### src/rtl/cv32e40p_tmr_fault_manager.sv
// TMR fault manager: leaky-bucket error scores per replica,
// resync request/ack handshake and sticky fatal detection.
module cv32e40p_tmr_fault_manager #(
    parameter int unsigned CNT_W        = 4,
    parameter int unsigned THRESH       = 8,
    parameter int unsigned DECAY_PERIOD = 64,
    parameter int unsigned MAX_RESYNC   = 4
) (
    input  logic               clk,
    input  logic               rst_n,
    input  logic               vote_valid_i,
    input  logic [2:0]         err_detected_i,
    input  logic               err_uncorrectable_i,
    input  logic               resync_ack_i,
    output logic [2:0]         resync_req_o,
    output logic [2:0]         replica_mask_o,
    output logic               fatal_o,
    output logic [3*CNT_W-1:0] score_o,
    output logic [7:0]         resync_cnt_o,
    output logic [1:0]         state_o
);

    localparam int unsigned DW = $clog2(DECAY_PERIOD);

    localparam logic [CNT_W-1:0] SMAX  = '1;
    localparam logic [CNT_W-1:0] THR   = CNT_W'(THRESH);
    localparam logic [DW-1:0]    DLAST = DW'(DECAY_PERIOD - 1);
    localparam logic [7:0]       RMAX  = 8'(MAX_RESYNC);

    typedef enum logic [1:0] {
        MONITOR = 2'd0,
        REQ     = 2'd1,
        FATAL   = 2'd2
    } state_e;

    state_e                  state_q, state_d;
    logic [2:0][CNT_W-1:0]   score_q, score_d;
    logic [DW-1:0]           decay_q, decay_d;
    logic [2:0]              tgt_q, tgt_d;
    logic [7:0]              rcnt_q, rcnt_d;
    logic [2:0]              over;
    logic                    fatal_hit;
    logic                    err_free;

    always_comb begin
        for (int k = 0; k < 3; k++) begin
            over[k] = score_q[k] >= THR;
        end
    end

    assign fatal_hit = vote_valid_i & err_uncorrectable_i;
    assign err_free  = ~(|err_detected_i) & ~err_uncorrectable_i;

    always_comb begin
        state_d = state_q;
        score_d = score_q;
        decay_d = decay_q;
        tgt_d   = tgt_q;
        rcnt_d  = rcnt_q;
        unique case (state_q)
            MONITOR: begin
                if (fatal_hit) begin
                    state_d = FATAL;
                end else if (|over) begin
                    // Threshold check wins; this cycle's vote is dropped.
                    state_d = REQ;
                    priority case (1'b1)
                        over[0]: tgt_d = 3'b001;
                        over[1]: tgt_d = 3'b010;
                        default: tgt_d = 3'b100;
                    endcase
                end else if (vote_valid_i) begin
                    for (int k = 0; k < 3; k++) begin
                        if (err_detected_i[k] && score_q[k] != SMAX) begin
                            score_d[k] = score_q[k] + 1'b1;
                        end
                    end
                    if (!err_free) begin
                        decay_d = '0;
                    end else if (decay_q == DLAST) begin
                        decay_d = '0;
                        for (int k = 0; k < 3; k++) begin
                            if (score_q[k] != '0) begin
                                score_d[k] = score_q[k] - 1'b1;
                            end
                        end
                    end else begin
                        decay_d = decay_q + 1'b1;
                    end
                end
            end
            REQ: begin
                if (fatal_hit) begin
                    state_d = FATAL;
                end else if (resync_ack_i) begin
                    for (int k = 0; k < 3; k++) begin
                        if (tgt_q[k]) begin
                            score_d[k] = '0;
                        end
                    end
                    decay_d = '0;
                    if (rcnt_q != 8'hFF) begin
                        rcnt_d = rcnt_q + 1'b1;
                    end
                    state_d = (rcnt_d == RMAX) ? FATAL : MONITOR;
                end
            end
            FATAL: begin
                state_d = FATAL;
            end
            default: begin
                state_d = MONITOR;
            end
        endcase
    end

    always_ff @(posedge clk or negedge rst_n) begin
        if (!rst_n) begin
            state_q <= MONITOR;
            score_q <= '0;
            decay_q <= '0;
            tgt_q   <= '0;
            rcnt_q  <= '0;
        end else begin
            state_q <= state_d;
            score_q <= score_d;
            decay_q <= decay_d;
            tgt_q   <= tgt_d;
            rcnt_q  <= rcnt_d;
        end
    end

    assign resync_req_o   = (state_q == REQ) ? tgt_q : 3'b000;
    assign replica_mask_o = resync_req_o;
    assign fatal_o        = (state_q == FATAL);
    assign score_o        = score_q;
    assign resync_cnt_o   = rcnt_q;
    assign state_o        = state_q;

endmodule

### config.mk
export PLATFORM = sky130hd
export DESIGN_NAME = cv32e40p_tmr_fault_manager
export DESIGN_NICKNAME = d
export VERILOG_FILES = /design/src/rtl/cv32e40p_tmr_fault_manager.sv
export SDC_FILE = /design/constraint.sdc
export NUM_CORES = 1
export LEC_CHECK = 0
export CAP_MARGIN = 20
export CORE_ASPECT_RATIO = 0.5
export CORE_MARGIN = 3
export CORE_UTILIZATION = 40
export DETAILED_ROUTE_END_ITERATION = 10
export MAX_ROUTING_LAYER = met4
export PLACE_DENSITY = 0.69
export SYNTH_ARGS = -nofsm -noshare
export SYNTH_HDL_FRONTEND = slang
export SYNTH_SLANG_ARGS = --single-unit
### constraint.sdc
create_clock -name clk -period 2 [get_ports clk]
set_input_delay 0.5 -clock clk [delete_from_list [all_inputs] [get_ports clk]]
set_output_delay 0.5 -clock clk [all_outputs]
set_load 0.05 [all_outputs]
* Yosys cells after proc, flatten, opt, wreduce, memory -nomap -nowiden
Index checks and enable logic that the tools add are counted.
W data, S select, Z words.
** Operators by class
- Multipliers :: 0
- Bitwise logic cells :: 5
- Reductions and logical operators :: 17
- Equality and inequality tests :: 18
- $lt $le $gt $ge :: 3
- Add/sub/neg operators :: 8
- Shifts and indexed selects :: 0
- Div/mod/pow operators :: 0
- Muxes and demuxes :: 38
** Operator list (number)
- $mux W12 :: 7
- $mux W6 :: 7
- $mux W4 :: 9
- $mux W8 :: 4
- $pmux W12 S2 :: 1
- $reduce_and A7 Y1 :: 3
- $ne A2 B2 Y1 const B :: 8
- $add A4 B1 Y4 const B :: 3
- $ge A4 B4 Y1 const B :: 3
- $ne A4 B4 Y1 const B :: 3
- $pmux W6 S2 :: 1
- $reduce_bool A4 Y1 :: 3
- $sub A4 B1 Y4 const B :: 3
- $mux W2 :: 5
- $mux W3 :: 3
- $add A8 B1 Y8 const B :: 1
- $eq A8 B3 Y1 const B :: 1
- $ne A8 B8 Y1 const B :: 1
- $add A6 B1 Y6 const B :: 1
- $eq A6 B6 Y1 const B :: 1
- $ne A3 B3 Y1 const B :: 2
- $pmux W2 S3 :: 1
- $reduce_and A3 Y1 :: 2
- $reduce_and A6 Y1 :: 1
- other kinds (9) :: 15
** Storage, ports and cells
- Bits in latches :: 0
- Output and inout bits :: 29
- Bits in registers :: 31
- Word-level logic and storage cells :: 96
- Memory bits (writable) :: 0
- Bits in read-only memories :: 0
- Memories :: 0

* Depth between registers and ports, before layout
- Depth in word-level cells :: 10
- Gate-level depth with buffers :: 6
- Mapped depth without buffers :: 6

* Worst setup path before layout
No wires, ideal clock.
- Path kind :: reg2out
- Start point :: register state_q[0], in the netlist state_o[0]
- End point :: output port resync_req_o[1]
- Path buffers :: 2
- Path slack :: -0.368 ns
- Arrival :: 1.868 ns
- Cell stages (with the launch flop) :: 5
- Cells stage by stage :: dfrtp_1 -> nor2b_1 -> clkbuf_1 -> and2_1 -> buf_4
** On the way
- Cells in the longest elaborated chain, start to end :: 2
** Ends and longest elaborated chain
- start, declared :: line 36 : state_e state_q, state_d;
- start signal, assigned :: line 125 : state_q <= state_d;
- $eq A2 B1 Y1 :: line 133 : assign resync_req_o = (state_q == REQ) ? tgt_q : 3'b000;
- $mux W3 :: line 133
- end, declared :: line 15 : output logic [2:0] resync_req_o,
No other way between the ends.

* Worst setup path in the final report
- Start point :: register score_q, in the netlist score_o[7]
- End point :: register score_q, in the netlist score_o[6]
** On the way
- Cells in the longest elaborated chain, start to end :: 10
- Elaborated cells between the ends (all ways) :: 15
- Those cells by class :: order compare: 1; eq/ne: 2; mux: 8; reduce/logical: 4
** Ends and longest elaborated chain
- start, declared :: line 37 : logic [2:0][CNT_W-1:0] score_q, score_d;
- start signal, assigned :: line 126 : score_q <= score_d;
- $ne A4 B4 Y1 :: line 74 : if (err_detected_i[k] && score_q[k] != SMAX) begin
- $logic_and A1 B1 Y1 :: line 74
- $mux W4 :: line 74
- $mux W4 :: line 83 : if (score_q[k] != '0) begin
- $mux W12 :: line 80 : end else if (decay_q == DLAST) begin
- $mux W12 :: line 78 : if (!err_free) begin
- $mux W12 :: line 72 : end else if (vote_valid_i) begin
- $mux W12 :: line 64 : end else if (|over) begin
- $mux W12 :: line 62 : if (fatal_hit) begin
- $pmux W12 S2 :: line 60 : unique case (state_q)
Parallel ways exist; a longest one is shown, timed or not. The select of a mux whose other input is x is not followed.
A chain may end at the register's enable or synchronous reset.

==> impl_results.md <==
* Area after DPL at 2851 µm²
* Leading area contributor after synthesis: dfrtp_1
* Area Growth Syn to Fin at 38.18%
* Synth Cell Area at 2196 µm²
* Root Buffer: clkbuf_8
* Final WL at 6.207 mm
* Synth Register Bits at 31
* Max Fclk at 510.5 MHz
* Crit start category: flop
* Clk buf depth at 2
* Post-synth EDFFs at 0
* Initial antenna violation count at 0
* Max-cap violations at 0
* Post-Route Skew at 5.860 ps
* Core ar. at 5112 µm²
* Final net count at 329
* Crit. End Element: flop
* Critical setup path kind: reg -> reg
* Layout cell share with drive strength beyond 1 at 35.03%
* Iteration-0 DRC Markers at 162
* WP buf/inv at 0
* Largest delay contributor family on the critical path: simple AND/OR/NAND/NOR gates
* Setup WS pre-CTS at -499.7 ps
* Number of diodes at 0
* Peak supply drop at 1.348 mV
* Clock slew seen by the registers of the worst setup and hold paths at 70 ps
* Max stage delay on crit path at 550 ps
* CTS tree: yes
* Top_reg_cell synth: dfrtp_1
* Async SR Flop Fraction at 100.0%
* Vias/cell at 5.776
* Largest net degree at the start of global routing at 32
* Ports at 37
* Gr usage total at 20.45%
* Total gr overflow at 0
* Crit-path max FO at 5
* Final instance area at 3034 µm²
* Fraction of the cycle the final worst path needs at 97.94%
* LEAKAGE at 0.001296 µW
* Post-route setup slack at 41.25 ps
* Initial Utilization at 42.95%
* Final GP Congestion at 0.9601
* Critical Path AT at 2110 ps
* Die Width at 110.8 µm
* CP Data Required Time at 2160 ps
* Outcome: finished, final reports clean
* Die ar. at 6468 µm²
* Antenna Nets Post-Route at 0
* Final count of hold timing violations at 0
* Router iterations before antenna repair at 4
* HP Class: reg -> reg
* HPWL Detailed at 4.693 mm
* Synth warn at 0
* Post-synth top cells: 31 x dfrtp_1, 23 x nand2_1, 14 x o21ai_0
* Worst-skew pair later-pin latency at 280 ps
* RSZ-0062 raised after global routing: no
* Slowest stage cell, crit path: or4_4
* Seq/Total Area, Yosys at 35.33%
* Setup-failing EPs final at 0
* Mean Syn Cell Area at 8.890 µm²
* Dominant cells by area after synthesis: dfrtp_1 35%, ha_1 4.6%, nand2_1 3.9%
* Synth top area share at 35.33%
* Slew Viols, Final at 0
* Die Height at 58.39 µm
* Rows at 18
* Vias after detailed routing at 2,218
* DRC viols at 0
* Net Count, Synth at 263
* Most numerous cell in the Yosys netlist: dfrtp_1
* Drt wl/cell at 16.16 µm
* Slew Limit Headroom at 69.24%
* Worst slew pin tran at 459.3 ps
* First-pass GRT wire length at 10.50 mm
* Fin crit period at 1959 ps
* Crit-path cells: or4_4 > or3_4 > and3_1 > or3_1
* CTS sink cnt at 31
* Synth cell types at 61
* Port Buffers at 36
* Cell count after synthesis at 247
* H-tree depth at 2
* Vias in the first global route at 2,261
* PD cells at 1310 nW/µm²
* CTS Buf Count at 5
[routing by layer]
layer / part of all wire, % / global-route usage [%] / vias up
li1: - / - / 1058
met1: 45 / 25.32 / 1086
met2: 48 / 35.34 / 66
met3: 6.5 / 3.901 / 8
met4: 1.3 / 5.088 / 0
met5: 0 / - / -
[flip-flops by register name (all words and copies together) (netlist names)]
name / count
decay_q: 6
resync_cnt_o: 8
state_o: 2
score_o: 12
tgt_q: 3
[power breakdown]
group          switching, µW  leakage [µW]  internal (µW)
sequential               243      0.000386            809
combinational           1420      0.000858            954
clock                    236     0.0000515            314
total                   1900       0.00130           2080
[worst paths after layout]
| kind | start | endpoint | slack (ps) | cells after the start |
|---|---|---|---|---|
| setup / recovery | score_o[7] | score_o[6] | 40 | 4 |
| hold / removal | decay_q[1] | decay_q[1] | 510 | 2 |
| setup reg to reg | score_o[7] | score_o[6] | 40 | 4 |
| hold reg to reg | decay_q[1] | decay_q[1] | 510 | 2 |
| max in group asynchronous | rst_n | score_o[11] | 1050 | 2 |
| min in group asynchronous | rst_n | decay_q[1] | 620 | 2 |
[cells by family after synthesis]
family,share of synthesized area [%]
compound gates,20.46
mux,5.299
xor+xnor,1.596
fa+ha+maj,4.559
buf+inv,5.812
flops,35.33
simple gates,26.95
[final cells by class]
type,instances,area [µm²]
Inverter,12,48.80
Multi-Input combinational cell,191,1370
Tap cell,70,87.58
Sequential cell,31,784.5
Fill cell,442,2078
Timing Repair Buffer,72,643.1
Clock buffer,8,100.1
[metrics by stage]
stage | hold WS (ps) | std cells | total power [µW] | setup TNS (ps) | util [%]
after floorplan | 204.4 | 247 | 2529 | -410.6 | -
after global placement | 479.9 | 373 | 3292 | -6546 | 55.78
after detailed placement | 498.4 | 373 | 3351 | -7785 | 55.78
after CTS | 513.9 | 384 | 3957 | 0 | 58.52
after global routing | 560.3 | 384 | 4222 | 0 | 59.35
final | 511.8 | 384 | 3976 | 0 | 59.35
[cell usage in the layout (no fill, tap or decap), types with 4 or more instances in the layout]
master and n:
buf_4 58, dfrtp_1 24, nand2_1 22, o21ai_0 14
inv_1 11, nand3_1 11, nor2_1 11, nand4_1 9
nor3_1 7, ha_1 7, clkbuf_8 7, buf_12 7
dfrtp_2 7, mux2i_1 6, nand2b_1 5, and3_1 5
o211ai_1 5, a21oi_1 5, mux2_2 5, nor4_1 4
o2bb2ai_1 4
[tightest hold or removal path, delay by kind of cell (launching register included)]
family          cells  cell delay [ps]
compound gates      1               60
flops               1              370
simple gates        1               50
[repair_timing]
item | CTS | global route
buffers inserted | 3 | 0
hold buffers | 0 | 0
setup endpoints to repair | 17 | 7
pin swaps | 5 | 5
resized for setup | 16 | 9
(Power assumes the default switching activity.)
